[src/rtl/dbg_retire_trace_fifo.sv]
// Retire trace buffer: tags each retired instruction with a sequence number and queues it
// for a valid/ready trace sink. The core is never stalled; records that do not fit are counted.
module dbg_retire_trace_fifo #(
  parameter int DEPTH  = 8,
  parameter int SEQ_W  = 16,
  parameter int DROP_W = 16
) (
  input  logic                     clk,
  input  logic                     reset_n,
  input  logic                     en,
  input  logic                     retire_valid,
  input  logic [31:0]              retire_pc,
  input  logic [6:0]               retire_op,
  input  logic [4:0]               retire_rd,
  input  logic                     retire_regwrite,
  input  logic [31:0]              retire_result,
  input  logic                     retire_dmem_we,
  input  logic [31:0]              retire_dmem_addr,
  input  logic [31:0]              retire_dmem_wd,
  output logic                     trace_valid,
  input  logic                     trace_ready,
  output logic [SEQ_W+142:0]       trace_data,
  output logic [$clog2(DEPTH):0]   count,
  output logic [DROP_W-1:0]        drop_cnt,
  output logic                     overflow,
  input  logic                     clr_overflow
);

  localparam int AW = $clog2(DEPTH);
  localparam int CW = AW + 1;
  localparam int TW = SEQ_W + 143;

  logic [TW-1:0]     mem_q [DEPTH];
  logic [TW-1:0]     mem_d [DEPTH];
  logic [AW-1:0]     wr_ptr_q, wr_ptr_d, rd_ptr_q, rd_ptr_d;
  logic [CW-1:0]     count_q, count_d;
  logic [SEQ_W-1:0]  seq_q, seq_d;
  logic [DROP_W-1:0] drop_cnt_q, drop_cnt_d;
  logic              overflow_q, overflow_d;
  logic              gap_pend_q, gap_pend_d;
  logic              trace_valid_q, trace_valid_d;
  logic [TW-1:0]     trace_data_q, trace_data_d;

  logic              capture_s, pop_s, full_s, push_s, drop_s;
  logic [TW-1:0]     entry_s;

  // Push/pop/drop decisions and next-state for every register.
  always_comb begin
    capture_s = en & retire_valid;
    pop_s     = trace_valid_q & trace_ready;
    full_s    = (count_q == CW'(DEPTH));
    push_s    = capture_s & (~full_s | pop_s);
    drop_s    = capture_s & full_s & ~pop_s;
    entry_s   = {seq_q, gap_pend_q, retire_pc, retire_op, retire_rd, retire_regwrite,
                 retire_result, retire_dmem_we, retire_dmem_addr, retire_dmem_wd};

    mem_d = mem_q;
    if (push_s) begin
      mem_d[wr_ptr_q] = entry_s;
      wr_ptr_d        = wr_ptr_q + AW'(1);
    end else begin
      wr_ptr_d = wr_ptr_q;
    end

    if (pop_s) begin
      rd_ptr_d = rd_ptr_q + AW'(1);
    end else begin
      rd_ptr_d = rd_ptr_q;
    end

    case ({push_s, pop_s})
      2'b10:   count_d = count_q + CW'(1);
      2'b01:   count_d = count_q - CW'(1);
      default: count_d = count_q;
    endcase

    if (capture_s) begin
      seq_d = seq_q + SEQ_W'(1);
    end else begin
      seq_d = seq_q;
    end

    if (drop_s && (drop_cnt_q != {DROP_W{1'b1}})) begin
      drop_cnt_d = drop_cnt_q + DROP_W'(1);
    end else begin
      drop_cnt_d = drop_cnt_q;
    end

    // A drop beats a simultaneous clear so no loss can go unreported.
    if (drop_s) begin
      overflow_d = 1'b1;
    end else if (clr_overflow) begin
      overflow_d = 1'b0;
    end else begin
      overflow_d = overflow_q;
    end

    if (drop_s) begin
      gap_pend_d = 1'b1;
    end else if (push_s) begin
      gap_pend_d = 1'b0;
    end else begin
      gap_pend_d = gap_pend_q;
    end

    trace_valid_d = (count_d != CW'(0));
    if (trace_valid_d) begin
      trace_data_d = mem_d[rd_ptr_d];
    end else begin
      trace_data_d = {TW{1'b0}};
    end
  end

  // State registers; reset discards all buffered entries at once.
  always_ff @(posedge clk or negedge reset_n) begin
    if (!reset_n) begin
      for (int i = 0; i < DEPTH; i++) begin
        mem_q[i] <= {TW{1'b0}};
      end
      wr_ptr_q      <= {AW{1'b0}};
      rd_ptr_q      <= {AW{1'b0}};
      count_q       <= {CW{1'b0}};
      seq_q         <= {SEQ_W{1'b0}};
      drop_cnt_q    <= {DROP_W{1'b0}};
      overflow_q    <= 1'b0;
      gap_pend_q    <= 1'b0;
      trace_valid_q <= 1'b0;
      trace_data_q  <= {TW{1'b0}};
    end else begin
      mem_q         <= mem_d;
      wr_ptr_q      <= wr_ptr_d;
      rd_ptr_q      <= rd_ptr_d;
      count_q       <= count_d;
      seq_q         <= seq_d;
      drop_cnt_q    <= drop_cnt_d;
      overflow_q    <= overflow_d;
      gap_pend_q    <= gap_pend_d;
      trace_valid_q <= trace_valid_d;
      trace_data_q  <= trace_data_d;
    end
  end

  assign trace_valid = trace_valid_q;
  assign trace_data  = trace_data_q;
  assign count       = count_q;
  assign drop_cnt    = drop_cnt_q;
  assign overflow    = overflow_q;

endmodule
[config.mk]
export PLATFORM = sky130hd
export DESIGN_NAME = dbg_retire_trace_fifo
export DESIGN_NICKNAME = d
export VERILOG_FILES = /design/src/rtl/dbg_retire_trace_fifo.sv
export SDC_FILE = /design/constraint.sdc
export NUM_CORES = 2
export LEC_CHECK = 0
export ABC_CLOCK_PERIOD_IN_PS = 2600
export CAP_MARGIN = 20
export CORE_UTILIZATION = 51
export CTS_CLUSTER_DIAMETER = 80
export DETAILED_ROUTE_END_ITERATION = 10
export PLACE_DENSITY = 0.74
export SYNTH_ARGS = -nofsm -noshare
export SYNTH_HDL_FRONTEND = slang
export SYNTH_SLANG_ARGS = --single-unit
[constraint.sdc]
create_clock -name clk -period 2.6 [get_ports clk]
set_input_delay 0.65 -clock clk [delete_from_list [all_inputs] [get_ports clk]]
set_output_delay 0.65 -clock clk [all_outputs]
set_load 0.05 [all_outputs]
Yosys cells after proc, flatten, opt, wreduce, memory -nomap -nowiden --
Index checks and enable logic that the tools add are counted.
Storage, ports and cells: input bits 148, bits in read-only memories 0, memories kept 0, register bits 1476, memory bits (writable) 0, latch bits 0, output and inout port bits 181, logic and storage cells 59
Operators by class: $mul 0, div/mod/pow operators 0, shifts and indexed selects 0, reduce and logical (&&, ||, !) cells 5, order comparisons 3, add/subtract/negate cells 6, equal/unequal tests 4, mux-type cells 14, bitwise gates (word level) 10
Operators with widths (count):
- $bwmux W1272 | 1
- $mux W1272 | 1
- $mux W159 | 4
- $bmux W159 S3 | 1
- $demux W159 S3 | 1
- $add A16 B1 Y16 const B | 2
- $ne A16 B16 Y1 const B | 1
- $ge A4 B4 Y1 const B | 2
- $not A3 Y4 | 2
- $pmux W4 S2 | 1
- $add A3 B1 Y3 const B | 2
- $and A1 B1 Y1 | 5
- $add A4 B1 Y4 const B | 1
- $eq A4 B4 Y1 const B | 1
- $lt A4 B1 Y1 const B | 1
- $mux W1 | 4
- $reduce_bool A2 Y1 | 2
- $reduce_bool A4 Y1 | 1
- $sub A4 B1 Y4 const B | 1
- $mux W3 | 1
- $eq A2 B1 Y1 const B | 1
- $eq A2 B2 Y1 const B | 1
- $logic_and A1 B1 Y1 | 2
- $not A1 Y1 | 2
- $or A1 B1 Y1 | 1

Longest topological paths before layout --
depth in word-level cells 11, depth in mapped cells 14, mapped depth without buffers 9

Worst setup path before layout --
Ideal clock, no wire load.
path kind reg-to-reg, from reg trace_valid_q, in the netlist trace_valid, to reg trace_data_q[100], in the netlist trace_data[100], data arrival time 2.929 ns, period minus slack after synthesis 3.048 ns, path slack -0.448 ns, required time 2.480 ns, path buffers 5, stages on the path, launching flop included 14, library setup time 0.120 ns, cells stage by stage dfrtp_1 > buf_2 > and2_1 > buf_4 > nand2_1 > xnor2_1 > ha_1 > o32ai_1 > xor2_1 > or3b_1 > buf_2 > buf_6 > clkbuf_1 > and3_1
Between the ends: elaborated cells on any way between the ends 14, classes of those cells eq/ne: 2; mux: 7; bitwise: 4; reduce/logical: 1
RTL lines:
- start, declared | RTL line 41 | logic trace_valid_q, trace_valid_d;
- start signal, assigned | RTL line 138 | trace_valid_q <= trace_valid_d;
- $and A1 B1 Y1 * | RTL line 50 | pop_s = trace_valid_q & trace_ready;
- $or A1 B1 Y1 | RTL line 52 | push_s = capture_s & (~full_s | pop_s);
- $and A1 B1 Y1 | RTL line 52
- $eq A2 B1 Y1 or $eq A2 B2 Y1 (tied branches) | RTL line 71 | case ({push_s, pop_s})
- $pmux W4 S2 * | RTL line 71
- named net count_d[2] | RTL line 36 | logic [CW-1:0] count_q, count_d;
- $reduce_bool A4 Y1 * | RTL line 106 | trace_valid_d = (count_d != CW'(0));
- $mux W159 * | RTL line 107 | if (trace_valid_d) begin
- named net trace_data_d[100] | RTL line 42 | logic [TW-1:0] trace_data_q, trace_data_d;
- end signal, assigned | RTL line 128 | trace_data_q <= {TW{1'b0}};
- end signal, assigned | RTL line 139 | trace_data_q <= trace_data_d;
- end, declared | RTL line 42
Mark *: on every way through the listed nets, which the timed path passes. The rest lies on a longest branch. The select of a mux whose other input is x is not followed. A chain may end at the register's enable or synchronous reset.

Final worst setup path --
from reg rd_ptr_q[0], to reg trace_data_q[110], in the netlist trace_data[110]
Between the ends: word-level cells in the longest chain between the ends 7
Ends and longest elaborated chain:
- start, declared | RTL line 35 | logic [AW-1:0] wr_ptr_q, wr_ptr_d, rd_ptr_q, rd_ptr_d;
- start signal, assigned | RTL line 121 | rd_ptr_q <= {AW{1'b0}};
- start signal, assigned | RTL line 132 | rd_ptr_q <= rd_ptr_d;
- $add A3 B1 Y3 | RTL line 66 | rd_ptr_d = rd_ptr_q + AW'(1);
- $mux W3 * | RTL line 65 | if (pop_s) begin
- $not A3 Y4 (implied by the code) * | RTL line 108 | trace_data_d = mem_d[rd_ptr_d];
- $bmux W159 S3 * | RTL line 108
- $mux W159 (implied by the code) * (2 in a row) | RTL line 108
- $mux W159 * | RTL line 107
- named net trace_data_d[110] | RTL line 42
Marked as above.

==> results.tsv <==
stage	metric	value	unit
route	number of iterations in the first detailed-routing pass	5	
pwr	worst voltage drop across the vdd grid	0.9731	mV
global_routing	vias in the first global route	51420	
clock_tree	clock tree from TritonCTS	done	
cells_and_area	synth-to-layout area growth	21.53	%
floorplanning	Core Area	129600	sq um
placed_design	post-placement cell count	7416	
logic_synthesis	area fraction in and, or, nand and nor cells after synthesis	5.041	%
floorplanning	effective utilization at floorplan	51.51	%
logic_synthesis	leading register cell type out of synthesis	sky130_fd_sc_hd__dfrtp_1	
floorplanning	Die Area	132400	sq um
clock_tree	later-pin clock latency in the skew report	0.80	ns
global_routing	aggregate global-route resource usage	29.72	%
logic_synthesis	fraction of registers with async set or reset after synthesis	100.0	%
route	detail-routed net length per standard cell	25.70	um
global_routing	first-pass GRT wire length	305300	um
floorplanning	Die X-Extent	363.9	um
logic_synthesis	area fraction in compound gates after synthesis	13.52	%
route	final WL	198400	um
logic_synthesis	top-count cell post-synth	sky130_fd_sc_hd__dfrtp_1	
logic_synthesis	Gate Count Post-Synth	5484	
cells_and_area	final standard cell area without fillers	81160	sq um
logic_synthesis	cell area after synthesis	66790	sq um
route	total number of vias	49880	
clock_tree	clock buffer depth	3	
route	Avg Vias per Cell	6.463	
placed_design	Buffers on Ports	328	
cells_and_area	Non-Filler Instances	7718	
timing	worst hold slack	0.4233	ns
timing	period utilisation layout	100.8	%
logic_synthesis	biggest area contributors in the synthesized netlist	sky130_fd_sc_hd__dfrtp_1 (55%), sky130_fd_sc_hd__mux2_2 (21%), sky130_fd_sc_hd__o22ai_1 (7.4%)	
global_routing	initial antenna violation count	22	
pwr	leak pwr	36.17	nW
setup_path	biggest fanout along the worst timing path	24	
logic_synthesis	Yosys reg bits	1476	
timing	setup repair after global routing missed its margin	true	
logic_synthesis	area leader, netlist	sky130_fd_sc_hd__dfrtp_1	
timing	upper clock frequency limit	381.7	MHz
placed_design	placed cell areas	75860	sq um
route	highest metal layer with signal wires	met5	
logic_synthesis	post-synthesis net count	5637	
timing	Final Worst Setup Slack	-0.01985	ns
logic_synthesis	mean post-synth cell area	12.18	sq um
setup_path	Reg-to-Reg End	trace_data[110]$_DFF_PN0_	
timing	endpoints failing setup	1	
setup_path	critical register-to-register path startpoint	rd_ptr_q[0]$_DFF_PN0_	
logic_synthesis	Synth warnings	0	
route	Starting DRT DRC Count	4731	
setup_path	critical path required time	3.33	ns
placed_design	HPWL reported at the end of detailed placement	124100	um
worst_hold_path	class of the most critical hold timing path	in -> reg	
placed_design	routability congestion estimate	0.8833	
route	total DRC errors in the routed layout	0	
setup_path	minimum setup slack among reg-to-reg paths	-0.02	ns
timing	worst relative slew slack	29.77	%
clock_tree	clock transition time at the flip-flop clock pins of the worst setup and hold paths	0.06	ns
cells_and_area	fraction of final layout cells with drive strength greater than 1	34.75	%
setup_path	critical path endpoint category	flop	
floorplanning	count of boundary I/O pins	329	
cells_and_area	final-layout fill cell count	9714	
clock_tree	clock root buffer	sky130_fd_sc_hd__clkbuf_16	
setup_path	CP arrival	3.35	ns
global_routing	global route overflow	0	
outcome	failing checks	setup timing	
timing	max-slew violation count	0	
route	Met1 Wirelength	81280	um
setup_path	worst setup path class	reg -> reg	
timing	number of hold violations in the final report	0	
logic_synthesis	parity-gate share of the synthesized area counting xor and xnor cells	0.5733	%
logic_synthesis	count of flip-flops with a built-in enable after synthesis	0	
floorplanning	Rows	132	
pwr	sum of internal, switching and leakage power	121.2	mW
route	wire length on met3	15520	um
clock_tree	Sink Count	1476	
logic_synthesis	mux share of post-synthesis cell area	21.46	%
setup_path	worst setup path endpoint	trace_data[110]$_DFF_PN0_	
floorplanning	overall die height	363.9	um
logic_synthesis	Synth Area in Adders	0.09367	%
setup_path	Setup crit start kind	flop	
setup_path	count of cells along the worst register-to-register path	9	
outcome	outcome	finished, violations left	
timing	worst-case clock skew	0.03610	ns
cells_and_area	Final nets	6000	
worst_hold_path	HP Start	clr_overflow	
logic_synthesis	list of most frequent post-synthesis cells	sky130_fd_sc_hd__dfrtp_1 (1476), sky130_fd_sc_hd__mux2_2 (1273), sky130_fd_sc_hd__o22ai_1 (785), sky130_fd_sc_hd__clkbuf_1 (458), sky130_fd_sc_hd__o21ai_0 (311)	
route	met2 routed WL	94630	um
global_routing	maximum number of pins on one net before global-route repair	109	
logic_synthesis	Yosys cell types	57	
pwr	Pwr Density	1494	nW/um^2
run	max_cap viols	0	
route	antenna-violating nets left	0	
clock_tree	clock buffers created by TritonCTS	157	
logic_synthesis	dominant combinational cell family by area after synthesis	multiplexers	
timing	min Tclk post-route	2.620	ns
logic_synthesis	part of the Yosys area used for sequential elements	55.30	%
cells_and_area	Finished Core Util	62.60	%
clock_tree	CTS H-Tree Depth	4	
logic_synthesis	post-synth top area share	55.30	%
setup_path	worst setup path startpoint	rd_ptr_q[0]$_DFF_PN0_	
timing	Tightest Pin Transition	1.053	ns
-- cell type report --
class,count,area [sq um],share of cell area [%]
multi-input combinational,3369,27420,33.78
tap,1742,2180,2.685
sequential,1476,36940,45.51
clock inverter,58,711.9,0.8772
antenna,7,17.52,0.02158
timing repair buffer,832,9280,11.43
clock buffer,223,4568,5.628
inverter,11,50.05,0.06166
-- state kept, by name (all words and copies together), names as in the netlist --
name,flops
mem_q,1272
trace_data,159
drop_cnt,16
seq_q,16
count,4
rd_ptr_q,3
wr_ptr_q,3
gap_pend_q,1
overflow,1
trace_valid,1
-- layout by cell type, fill, tap and decap left out, types with 4 or more instances in the layout --
| cell | instances |
|---|---|
| sky130_fd_sc_hd__mux2_2 | 1273 |
| sky130_fd_sc_hd__o221ai_1 | 162 |
| sky130_fd_sc_hd__inv_1 | 8 |
| sky130_fd_sc_hd__nor2_1 | 178 |
| sky130_fd_sc_hd__clkbuf_8 | 37 |
| sky130_fd_sc_hd__xnor2_1 | 29 |
| sky130_fd_sc_hd__nand3b_1 | 151 |
| sky130_fd_sc_hd__a21oi_1 | 163 |
| sky130_fd_sc_hd__nand2_1 | 26 |
| sky130_fd_sc_hd__o211ai_4 | 4 |
| sky130_fd_sc_hd__o21ai_0 | 310 |
| sky130_fd_sc_hd__dfrtp_1 | 1473 |
| sky130_fd_sc_hd__o2111a_1 | 8 |
| sky130_fd_sc_hd__nand4_1 | 12 |
| sky130_fd_sc_hd__buf_4 | 309 |
| sky130_fd_sc_hd__buf_12 | 187 |
| sky130_fd_sc_hd__nor3_1 | 21 |
| sky130_fd_sc_hd__clkbuf_1 | 28 |
| sky130_fd_sc_hd__bufinv_16 | 8 |
| sky130_fd_sc_hd__inv_6 | 5 |
| sky130_fd_sc_hd__nand3_1 | 15 |
| sky130_fd_sc_hd__clkdlybuf4s50_1 | 150 |
| sky130_fd_sc_hd__nand2_4 | 5 |
| sky130_fd_sc_hd__xor2_1 | 10 |
| sky130_fd_sc_hd__clkinv_2 | 29 |
| sky130_fd_sc_hd__buf_6 | 4 |
| sky130_fd_sc_hd__inv_16 | 5 |
| sky130_fd_sc_hd__or3_1 | 9 |
| sky130_fd_sc_hd__and3_1 | 155 |
| sky130_fd_sc_hd__clkinvlp_4 | 5 |
| sky130_fd_sc_hd__o22ai_1 | 782 |
| sky130_fd_sc_hd__clkbuf_16 | 161 |
| sky130_fd_sc_hd__dlygate4sd2_1 | 173 |
| sky130_fd_sc_hd__ha_1 | 4 |
| sky130_fd_sc_hd__diode_2 | 7 |
-- worst min path at each step --
| stage | to | slack [ns] | cells past startpoint |
|---|---|---|---|
| after floorplan | count[0]$_DFF_PN0_ | 0.35 | 0 |
| after global placement | mem_q[223]$_DFF_PN0_ | 0.48 | 1 |
| after detailed placement | mem_q[237]$_DFF_PN0_ | 0.48 | 1 |
| after CTS | overflow$_DFFE_PN0P_ | 0.38 | 2 |
| after global routing | overflow$_DFFE_PN0P_ | 0.43 | 2 |
| final | overflow$_DFFE_PN0P_ | 0.42 | 2 |
-- layer usage --
| layer | up-vias | GRT usage, % |
|---|---|---|
| met5 | - | 0 |
| met4 | 28 | 12.10 |
| met3 | 460 | 5.790 |
| met2 | 2246 | 47.41 |
| met1 | 25790 | 39.90 |
| li1 | 21360 | - |
-- through the flow --
step / setup WS (ns) / setup TNS (ns)
final: -0.01985 / -0.01985
after global placement: -0.7568 / -561.53
after floorplan: -0.1255 / -12.95
after detailed placement: -0.7375 / -573.83
after CTS: 0.00005329 / 0
after global routing: -0.1144 / -5.663
-- timing repair --
action	4_1_cts	5_1_grt
pin swaps	1	4
gates cloned	0	3
setup buffers	1	10
setup endpoints to repair	307	53
hold buffers	1	0
endpoints found under the hold margin	19	0
gates resized for setup	179	11
-- kinds of logic after synthesis --
kind of cell               after synthesis
and+or+nand+nor                        594
AOI/OAI and AO/OA                     1455
muxes                                 1273
xor gates and xnor gates                42
adders and majority gates                5
DFF                                   1476
buffers and inverters                  639
-- power breakdown --
group / internal (mW) / switching [mW]
Combinational: 27.0 / 32.3
Clock: 13.2 / 9.66
Sequential: 33.5 / 5.57
Total: 73.7 / 47.6
-- critical path: stages (launching register included) --
cell and delay, ns:
sky130_fd_sc_hd__dfrtp_1 0.39, sky130_fd_sc_hd__ha_1 0.34, sky130_fd_sc_hd__and3b_1 0.21, sky130_fd_sc_hd__o21a_1 0.26, sky130_fd_sc_hd__o211ai_1 0.31, sky130_fd_sc_hd__buf_4 0.28, sky130_fd_sc_hd__buf_12 0.22, sky130_fd_sc_hd__nor2_1 0.07
sky130_fd_sc_hd__o22ai_1 0.24, sky130_fd_sc_hd__and3_1 0.20
No activity file was read; power rests on OpenSTA's default activity.
